$ cat config.mk
export PLATFORM = sky130hd
export DESIGN_NAME = game_turn_ctrl_flat
export DESIGN_NICKNAME = d
export VERILOG_FILES = /design/src/rtl/game_turn_ctrl_if.sv /design/src/rtl/game_turn_ctrl.sv /design/src/flat_wrapper.sv
export SDC_FILE = /design/constraint.sdc
export NUM_CORES = 1
export LEC_CHECK = 0
export BUFFER_PORTS_ARGS = -buffer_cell sky130_fd_sc_hd__buf_2
export CORE_MARGIN = 4
export CORE_UTILIZATION = 45
export DETAILED_ROUTE_END_ITERATION = 6
export GPL_TIMING_DRIVEN = 1
export HOLD_SLACK_MARGIN = 0.08
export PLACE_DENSITY = 0.7
export REMOVE_ABC_BUFFERS = 1
export SLEW_MARGIN = 25
export SYNTH_ARGS = -nofsm -noshare
export SYNTH_HDL_FRONTEND = slang
export SYNTH_SLANG_ARGS = --single-unit
$ cat constraint.sdc
create_clock -name clk -period 2.3 [get_ports clk]
set_input_delay 0.46 -clock clk [delete_from_list [all_inputs] [get_ports clk]]
set_output_delay 0.46 -clock clk [all_outputs]
set_load 0.02 [all_outputs]
$ cat src/rtl/game_turn_ctrl_if.sv
// Turn-controller bus: move/board handshake in, turn and status out.
// master drives the input side; slave is the controller.
interface game_turn_ctrl_if #(
    parameter int PLAYER_W = 2
);
    logic                start;
    logic                move_req;
    logic                column_full;
    logic                move_done;
    logic                win;
    logic                board_full;
    logic [PLAYER_W-1:0] current_player;
    logic [1:0]          state;
    logic [1:0]          game_status;
    logic [PLAYER_W-1:0] winner;
    logic                move_ack;
    logic                throw_again;
    logic                timeout_skip;
    logic [7:0]          turn_count;

    modport master (
        output start, move_req, column_full,
        output move_done, win, board_full,
        input  current_player, state, game_status, winner,
        input  move_ack, throw_again, timeout_skip, turn_count
    );

    modport slave (
        input  start, move_req, column_full,
        input  move_done, win, board_full,
        output current_player, state, game_status, winner,
        output move_ack, throw_again, timeout_skip, turn_count
    );
endinterface

$ cat src/rtl/game_turn_ctrl.sv
// Round-robin turn/game-status FSM for 2..4 player Connect4.
// Define TURN_TIMEOUT_EN to skip a player who idles TIMEOUT_CYCLES.
module game_turn_ctrl #(
    parameter int NUM_PLAYERS    = 2,
    parameter int PLAYER_W       = 2,
    parameter int TIMEOUT_CYCLES = 1000,
    parameter int TIMER_W        = 16
) (
    input logic             clk,
    input logic             reset,
    game_turn_ctrl_if.slave bus
);

    typedef enum logic [1:0] {
        S_IDLE  = 2'b00,
        S_TURN  = 2'b01,
        S_CHECK = 2'b10,
        S_END   = 2'b11
    } state_e;

    localparam logic [1:0] GS_PLAYING = 2'b00;
    localparam logic [1:0] GS_WIN     = 2'b01;
    localparam logic [1:0] GS_TIE     = 2'b10;

    localparam logic [PLAYER_W-1:0] LAST_PLAYER =
        PLAYER_W'(NUM_PLAYERS - 1);

    function automatic logic [PLAYER_W-1:0] next_player(
        input logic [PLAYER_W-1:0] p
    );
        return (p == LAST_PLAYER) ? '0 : p + 1'b1;
    endfunction

    state_e              state_q, state_d;
    logic [PLAYER_W-1:0] player_q, player_d;
    logic [1:0]          status_q, status_d;
    logic [PLAYER_W-1:0] winner_q, winner_d;
    logic [7:0]          count_q, count_d;
    logic                ack_q, ack_d;
    logic                throw_q, throw_d;

`ifdef TURN_TIMEOUT_EN
    localparam logic [TIMER_W-1:0] TIMER_LAST =
        TIMER_W'(TIMEOUT_CYCLES - 1);

    logic [TIMER_W-1:0] timer_q, timer_d;
    logic               skip_q, skip_d;
    logic               expire;

    assign expire = (timer_q == TIMER_LAST);
`endif

    always_comb begin
        state_d  = state_q;
        player_d = player_q;
        status_d = status_q;
        winner_d = winner_q;
        count_d  = count_q;
        ack_d    = 1'b0;
        throw_d  = 1'b0;
`ifdef TURN_TIMEOUT_EN
        timer_d  = timer_q;
        skip_d   = 1'b0;
`endif
        unique case (state_q)
            S_IDLE, S_END: begin
                if (bus.start) begin
                    state_d  = S_TURN;
                    player_d = '0;
                    count_d  = '0;
                    status_d = GS_PLAYING;
`ifdef TURN_TIMEOUT_EN
                    timer_d  = '0;
`endif
                end
            end
            S_TURN: begin
                if (bus.move_req && !bus.column_full) begin
                    ack_d   = 1'b1;
                    state_d = S_CHECK;
`ifdef TURN_TIMEOUT_EN
                    timer_d = '0;
`endif
                end else begin
                    throw_d = bus.move_req;
`ifdef TURN_TIMEOUT_EN
                    // expiry still skips even if a rejected move arrives
                    if (expire) begin
                        skip_d   = 1'b1;
                        player_d = next_player(player_q);
                        timer_d  = '0;
                    end else begin
                        timer_d  = timer_q + 1'b1;
                    end
`endif
                end
            end
            S_CHECK: begin
                if (bus.move_done) begin
                    if (bus.win) begin
                        state_d  = S_END;
                        status_d = GS_WIN;
                        winner_d = player_q;
                    end else if (bus.board_full) begin
                        state_d  = S_END;
                        status_d = GS_TIE;
                    end else begin
                        state_d  = S_TURN;
                        player_d = next_player(player_q);
                        if (count_q != 8'hff)
                            count_d = count_q + 8'd1;
                    end
                end
            end
        endcase
    end

    always_ff @(posedge clk or negedge reset) begin
        if (!reset) begin
            state_q  <= S_IDLE;
            player_q <= '0;
            status_q <= GS_PLAYING;
            winner_q <= '0;
            count_q  <= '0;
            ack_q    <= 1'b0;
            throw_q  <= 1'b0;
        end else begin
            state_q  <= state_d;
            player_q <= player_d;
            status_q <= status_d;
            winner_q <= winner_d;
            count_q  <= count_d;
            ack_q    <= ack_d;
            throw_q  <= throw_d;
        end
    end

`ifdef TURN_TIMEOUT_EN
    always_ff @(posedge clk or negedge reset) begin
        if (!reset) begin
            timer_q <= '0;
            skip_q  <= 1'b0;
        end else begin
            timer_q <= timer_d;
            skip_q  <= skip_d;
        end
    end

    assign bus.timeout_skip = skip_q;
`else
    assign bus.timeout_skip = 1'b0;
`endif

    assign bus.state          = state_q;
    assign bus.current_player = player_q;
    assign bus.game_status    = status_q;
    assign bus.winner         = winner_q;
    assign bus.turn_count     = count_q;
    assign bus.move_ack       = ack_q;
    assign bus.throw_again    = throw_q;

endmodule

$ cat src/flat_wrapper.sv
// flat-port wrapper written by rule: the top's interface ports become plain ports
module game_turn_ctrl_flat 
#(
    parameter int NUM_PLAYERS    = 2,
    parameter int PLAYER_W       = 2,
    parameter int TIMEOUT_CYCLES = 1000,
    parameter int TIMER_W        = 16
)
  (clk, reset, bus_start, bus_move_req, bus_column_full, bus_move_done, bus_win, bus_board_full, bus_current_player, bus_state, bus_game_status, bus_winner, bus_move_ack, bus_throw_again, bus_timeout_skip, bus_turn_count);
  game_turn_ctrl_if #(.PLAYER_W(PLAYER_W)) bus_i ();
  input logic clk;
  input logic reset;
  input wire logic [$bits(bus_i.start)-1:0] bus_start;
  input wire logic [$bits(bus_i.move_req)-1:0] bus_move_req;
  input wire logic [$bits(bus_i.column_full)-1:0] bus_column_full;
  input wire logic [$bits(bus_i.move_done)-1:0] bus_move_done;
  input wire logic [$bits(bus_i.win)-1:0] bus_win;
  input wire logic [$bits(bus_i.board_full)-1:0] bus_board_full;
  output wire logic [$bits(bus_i.current_player)-1:0] bus_current_player;
  output wire logic [$bits(bus_i.state)-1:0] bus_state;
  output wire logic [$bits(bus_i.game_status)-1:0] bus_game_status;
  output wire logic [$bits(bus_i.winner)-1:0] bus_winner;
  output wire logic [$bits(bus_i.move_ack)-1:0] bus_move_ack;
  output wire logic [$bits(bus_i.throw_again)-1:0] bus_throw_again;
  output wire logic [$bits(bus_i.timeout_skip)-1:0] bus_timeout_skip;
  output wire logic [$bits(bus_i.turn_count)-1:0] bus_turn_count;
  assign bus_i.start = bus_start;
  assign bus_i.move_req = bus_move_req;
  assign bus_i.column_full = bus_column_full;
  assign bus_i.move_done = bus_move_done;
  assign bus_i.win = bus_win;
  assign bus_i.board_full = bus_board_full;
  assign bus_current_player = bus_i.current_player;
  assign bus_state = bus_i.state;
  assign bus_game_status = bus_i.game_status;
  assign bus_winner = bus_i.winner;
  assign bus_move_ack = bus_i.move_ack;
  assign bus_throw_again = bus_i.throw_again;
  assign bus_timeout_skip = bus_i.timeout_skip;
  assign bus_turn_count = bus_i.turn_count;
  game_turn_ctrl #(.NUM_PLAYERS(NUM_PLAYERS), .PLAYER_W(PLAYER_W), .TIMEOUT_CYCLES(TIMEOUT_CYCLES), .TIMER_W(TIMER_W)) u_core (.clk(clk), .reset(reset), .bus(bus_i));
endmodule
==> flow_summary.yaml, run 1 <==
status:
  status: "completed"
setup_path:
  cpMaxStageDelayCell: "dfrtp_1"
  worstPathMaxFanout: 10
  critical_path_class: "flop to flop"
  end_kind: "flop"
  critical_path_required_ps: 2480
  critPathLaunchType: "flop"
  r2r_cells: 6
  slowest_delay_ps: 420
  r2r-end: "u_core.bus.turn_count[2]$_DFFE_PN0P_"
  arrival_ps: 2200
  rr_startpoint: "u_core.bus.state[0]$_DFFE_PN0P_"
  regToRegSetupSlack_ps: 280
  path_cells: "inv_1, ha_1, buf_4, nand4_1, and2_1, a31o_2"
timing:
  worstMarginPinSlew_ps: 514.6
  finalCritPeriodShare_pct: 87.70
  skew_ps: 3.825
  setup_violations: 0
  hold_viol: 0
  relSlewSlack_pct: 65.58
  rsz0062_at_grt: "false"
  timing.hold.ws_ps: 84.59
  maxClockFrequency_mhz: 495.8
  final_max_slew_viol_count: 0
  fin_tns_setup_ps: 0
  finalCriticalPeriod_ps: 2017
floorplanning:
  core_region_area_um2: 2022
  rows: 16
  die_w_um: 54.90
  fp.dieH_um: 54.90
  dieArea_um2: 3013
  initial_utilization_pct: 48.95
  io_pins: 27
detailed_routing:
  ant_nets: 0
  drc: 0
  wl_per_cell_um: 12.40
  wl_um: 1935
  drt_first_pass_iters: 4
  drt_iter0_markers: 15
  viasPerCell: 5.391
  num_vias: 841
cts:
  cts-root-buf: "clkbuf_4"
  post_cts_buffers: 0
  cts_sinks: 18
  clock_latency_ps: 280
  htreeDepth: 1
  cts-hold-fix-buffers: 0
  cts_buffer_depth: 2
  cts_resized: 0
  numCtsBuffers: 3
  path_clk_slew_ps: 100
  tritoncts: "yes"
synth:
  yosysMostFrequentCell: "dfrtp_1"
  yosysTopAreaCell: "dfrtp_1"
  async_flop_share_pct: 100.0
  yosysWarningCount: 0
  synth_ff_type: "dfrtp_1"
  syn-mean-instance-area_um2: 9.703
  ys_seq_area_share_pct: 45.51
  synth_common_cells: "dfrtp_1 (18), inv_1 (9), nand2_1 (8), o21ai_0 (8)"
  netlist_area_um2: 989.7
  synth.top_cell.area_share_pct: 45.51
  ys_seq_elements: 18
  synthCells: 102
  synth_edf_count: 0
  yosysUniqueCellTypes: 32
  synth_area_leaders: "dfrtp_1 (46%), ha_1 (5.1%), o21ai_0 (4.0%)"
power_and_ir_drop:
  p_per_area_nw_per_um2: 1037
  leakage_nw: 0.6201
  peakVddDrop_v: 0.0006428
finish:
  nNetsFinal: 142
  antennaDiodeCount: 0
  drive_gt1_share_pct: 29.46
  syn_to_final_growth_pct: 18.58
  fillers: 186
  fin_util_pct: 58.04
placement:
  port-buffer-count: 25
  gp_congestion: 0.8685
  dp_hpwl_um: 1510
global_routing:
  grt_use_total_pct: 14.72
  antenna_found_initial: 0
  grt_pass1_wl_um: 3249
  grt_max_degree: 19
  grt_pass1_vias: 753
  gr-total-overflow: 0
worst_hold_path:
  holdCritPathClass: "input pin to async pin"
job:
  drv_cap: 0
## registers in the layout, indices dropped and copies added, names as in the netlist
signal                     cells
u_core.bus.move_ack            1
u_core.bus.state               2
u_core.bus.throw_again         1
u_core.bus.winner              2
u_core.bus.turn_count          8
u_core.bus.current_player      2
u_core.bus.game_status         2
## worst max-delay path by stage
| stage | start | to | cells past startpoint | slack, ps |
|---|---|---|---|---|
| after CTS | u_core.bus.state[0]$_DFFE_PN0P_ | u_core.bus.turn_count[2]$_DFFE_PN0P_ | 6 | 280 |
| after detailed placement | bus_win | u_core.bus.turn_count[2]$_DFFE_PN0P_ | 5 | 290 |
| after floorplan | u_core.bus.state[0]$_DFFE_PN0P_ | u_core.bus.turn_count[2]$_DFFE_PN0P_ | 6 | 240 |
| after global placement | bus_win | u_core.bus.turn_count[4]$_DFFE_PN0P_ | 5 | 330 |
| after global routing | u_core.bus.state[0]$_DFFE_PN0P_ | u_core.bus.turn_count[2]$_DFFE_PN0P_ | 6 | 120 |
| final | u_core.bus.state[0]$_DFFE_PN0P_ | u_core.bus.turn_count[2]$_DFFE_PN0P_ | 6 | 280 |
## routing by layer
layer / global-route usage (%) / vias to the layer above / wire length, um
met1: 19.01 / 400 / 834
met5: 0 / - / 0
met3: 2.949 / 2 / 148
met2: 24.61 / 24 / 938
met4: 4.858 / 0 / 12
li1: - / 415 / -
## where the power goes
group	internal (W)	switching, W	total [W]
clock	0.0000962	0.0000934	0.000190
combinational	0.000238	0.000378	0.000616
sequential	0.000371	0.0000399	0.000411
## worst max-delay path, delay by kind of cell (launching register included)
family | cells | cell delay [ps]
adders and majority gates | 1 | 350
buffers and inverters | 2 | 310
and+or+nand+nor | 2 | 600
DFF | 1 | 420
AOI/OAI and AO/OA | 1 | 240
## through the flow
stage	setup slack, ps	cell area [um^2]	instances	power (W)
after floorplan	242.1	963.4	98	0.0008575
after global placement	325.5	1137	152	0.001027
after detailed placement	288.1	1137	152	0.001036
after CTS	284.3	1174	156	0.001230
after global routing	122.5	1174	156	0.001321
final	282.9	1174	156	0.001217
## cells by family after synthesis
group | synth area share (%)
buf+inv | 6.069
compound gates | 16.69
flops | 45.51
simple gates | 20.99
fa+ha+maj | 5.057
mux | 5.310
other cells | 0.3789
## cell type report
class                   instances  area, um^2  share of cell area, %
multi-input cells              71       479.2                  40.83
repair buffers                 27       140.1                  11.94
well taps                      27       33.78                  2.878
inverters                       9       33.78                  2.878
clock buffers                   4       36.28                  3.092
flip-flops and latches         18       450.4                  38.38
## layout by cell type (no fill, tap or decap), drive strengths merged, types with 2 or more instances in the layout
cell	netlist	final
mux2	2	2
buf	2	27
o21ai	8	8
and3	5	5
nand4	4	4
a31oi	3	3
nand2b	3	3
nor2b	2	2
inv	9	9
mux2i	3	3
ha	4	4
nand2	8	8
a31o	3	3
nand3	5	5
dfrtp	18	18
clkbuf	2	4
nor2	5	5
a21oi	5	5
Power figures use the tool's default switching activity.
==> run 2: changes to the inputs <==
--- a/config.mk
+++ b/config.mk
@@ -5,6 +5,7 @@
 export SDC_FILE = /design/constraint.sdc
 export NUM_CORES = 1
 export LEC_CHECK = 0
+export ABC_AREA = 1
 export BUFFER_PORTS_ARGS = -buffer_cell sky130_fd_sc_hd__buf_2
 export CORE_MARGIN = 4
 export CORE_UTILIZATION = 45
==> run 2 against run 1 <==
Power rose by 1.1%; clock skew fell by 2.7 ps; final area rose by 2.6%; die area rose by 4.3%; critical path depth rose by 3.
==> flow_summary.yaml, run 2 <==
global_routing:
  gr-total-overflow: 0
  grt_pass1_vias: 779
  grt_use_total_pct: 12.64
  grt_pass1_wl_um: 3201
  antenna_found_initial: 0
  grt_max_degree: 19
job:
  drv_cap: 0
power_and_ir_drop:
  peakVddDrop_v: 0.0006470
  leakage_nw: 0.6374
  p_int_w: 0.0006637
  finalPower_w: 0.001230
  p_switching_w: 0.0005668
  pwr-share-seq_pct: 35.3
  comb_power_share_pct: 49.3
  p_per_area_nw_per_um2: 1022
  clkPwrFrac_pct: 15.4
  swShare_pct: 46.06
synth:
  synth_common_cells: "nand2_1 (29), dfrtp_1 (18), inv_1 (16), nor2_1 (9)"
  yosysMostFrequentCell: "nand2_1"
  syn-mean-instance-area_um2: 8.318
  synth_area_leaders: "dfrtp_1 (43%), nand2_1 (10%), inv_1 (5.8%)"
  yosysWarningCount: 0
  yosysTopAreaCell: "dfrtp_1"
  yosysUniqueCellTypes: 26
  netlist_area_um2: 1040
  ys_seq_elements: 18
  ys_seq_area_share_pct: 43.32
  synthCells: 125
  async_flop_share_pct: 100.0
  synth_ff_type: "dfrtp_1"
  synth.top_cell.area_share_pct: 43.32
  synth_edf_count: 0
cts:
  cts_buffer_depth: 2
  cts-hold-fix-buffers: 0
  htreeDepth: 1
  clock_latency_ps: 290
  cts_resized: 0
  cts_sinks: 18
  tritoncts: "yes"
  post_cts_buffers: 0
  path_clk_slew_ps: 100
  numCtsBuffers: 3
  cts-root-buf: "clkbuf_4"
detailed_routing:
  wl_per_cell_um: 10.47
  drc: 0
  drt_iter0_markers: 7
  num_vias: 825
  wl_um: 1874
  viasPerCell: 4.609
  drt_first_pass_iters: 4
  ant_nets: 0
placement:
  gp_congestion: 0.8585
  port-buffer-count: 25
  postPlaceCellArea_um2: 1167
  dp_hpwl_um: 1479
  placed_cells: 175
timing:
  maxClockFrequency_mhz: 543.7
  finalCriticalPeriod_ps: 1839
  fin_tns_setup_ps: 0
  rsz0062_at_grt: "false"
  setup_violations: 0
  final_max_slew_viol_count: 0
  timing.hold.ws_ps: 81.38
  skew_ps: 1.137
  finalCritPeriodShare_pct: 79.96
  hold_viol: 0
setup_path:
  arrival_ps: 2020
  end_kind: "flop"
  path_cells: "inv_1, ha_1, inv_2, nand2_1, nand3_1, nor2_4, nand2_4, nand2_1, o21ai_2"
  critical_path_class: "flop to flop"
  critical_path_required_ps: 2480
  cpMaxStageDelayCell: "ha_1"
  cpMostUsedCell: "nand2_1"
  worstPathMaxFanout: 16
  critPathLaunchType: "flop"
  slowest_delay_ps: 450
finish:
  mostFrequentLayoutCells: "nand2_1 (29), buf_2 (25), dfrtp_1 (18)"
  final_common_cell: "nand2_1"
  largest_reg_flops: 8
  fillers: 229
  syn_to_final_growth_pct: 15.76
  finalNonFillerCells: 179
  antennaDiodeCount: 0
  drive_gt1_share_pct: 33.11
  design_area_um2: 1204
  nNetsFinal: 164
floorplanning:
  die_w_um: 56.07
  initial_utilization_pct: 47.00
  io_pins: 27
  core_region_area_um2: 2212
  dieArea_um2: 3144
  rows: 17
  fp.dieH_um: 56.07
worst_hold_path:
  holdCritPathClass: "input pin to async pin"
status:
  status: "completed"
[run 2: power by group through the flow]
| stage | registers [W] | clock network (W) | logic [W] |
|---|---|---|---|
| after floorplan | 0.000520 | 0 | 0.000376 |
| after global placement | 0.000438 | 0 | 0.000602 |
| after detailed placement | 0.000442 | 0 | 0.000616 |
| after CTS | 0.000435 | 0.000199 | 0.000618 |
| after global routing | 0.000447 | 0.000213 | 0.000681 |
| final | 0.000434 | 0.000189 | 0.000607 |
[run 2: cell families (layout without fill, tap and decap cells)]
family / Yosys count / count (layout) / synth area share [%]
simple gates: 62 / 62 / 28.88
buf+inv: 21 / 47 / 9.627
flops: 18 / 18 / 43.32
compound gates: 17 / 17 / 11.07
fa+ha+maj: 4 / 4 / 4.814
other cells: 1 / 1 / 0.3607
xor+xnor: 1 / 1 / 0.8425
mux: 1 / 1 / 1.083
[run 2: metal layers]
metal	track usage [%]	part of all wire (%)	up-vias
li1	-	-	439
met1	15.88	44	363
met2	20.20	48	21
met3	3.712	7.3	2
met4	5.085	0.43	0
met5	0	0	-
[run 2: worst paths after layout]
path	start	to	slack, ps	cells past startpoint
max	u_core.bus.state[0]$_DFFE_PN0P_	u_core.bus.turn_count[1]$_DFFE_PN0P_	460	9
min in group clk	bus_column_full	u_core.bus.move_ack$_DFF_PN0_	350	2
max reg2reg	u_core.bus.state[0]$_DFFE_PN0P_	u_core.bus.turn_count[1]$_DFFE_PN0P_	460	9
max in group asynchronous	reset	u_core.bus.turn_count[7]$_DFFE_PN0P_	1940	1
min reg2reg	u_core.bus.game_status[0]$_DFFE_PN0P_	u_core.bus.game_status[0]$_DFFE_PN0P_	470	2
min	reset	u_core.bus.turn_count[3]$_DFFE_PN0P_	80	1
[run 2: area by class of cell]
cell class	count	area [um^2]	area share (%)
clock buffer	4	36.28	3.015
inverter	18	67.56	5.613
timing repair buffer	25	125.1	10.40
multi-input combinational	86	489.2	40.64
tap	28	35.03	2.911
sequential	18	450.4	37.42
[run 2: worst max-delay path: cells and delay by family, from the launching register on]
| kind | cells | cell delay (ps) |
|---|---|---|
| flip-flops | 1 | 430 |
| AO/OA/AOI/OAI | 1 | 50 |
| adder cells (fa/ha/maj) | 1 | 450 |
| buffers and inverters | 2 | 170 |
| AND/OR/NAND/NOR | 5 | 610 |
[run 2: metrics by stage]
step / utilization, % / setup WS, ps
6_report: 54.41 / 460.9
5_1_grt: 54.41 / 286.2
4_1_cts: 54.41 / 444.9
3_5_place_dp: 52.77 / 466.8
3_3_place_gp: 52.77 / 566.1
2_1_floorplan: - / 595.0
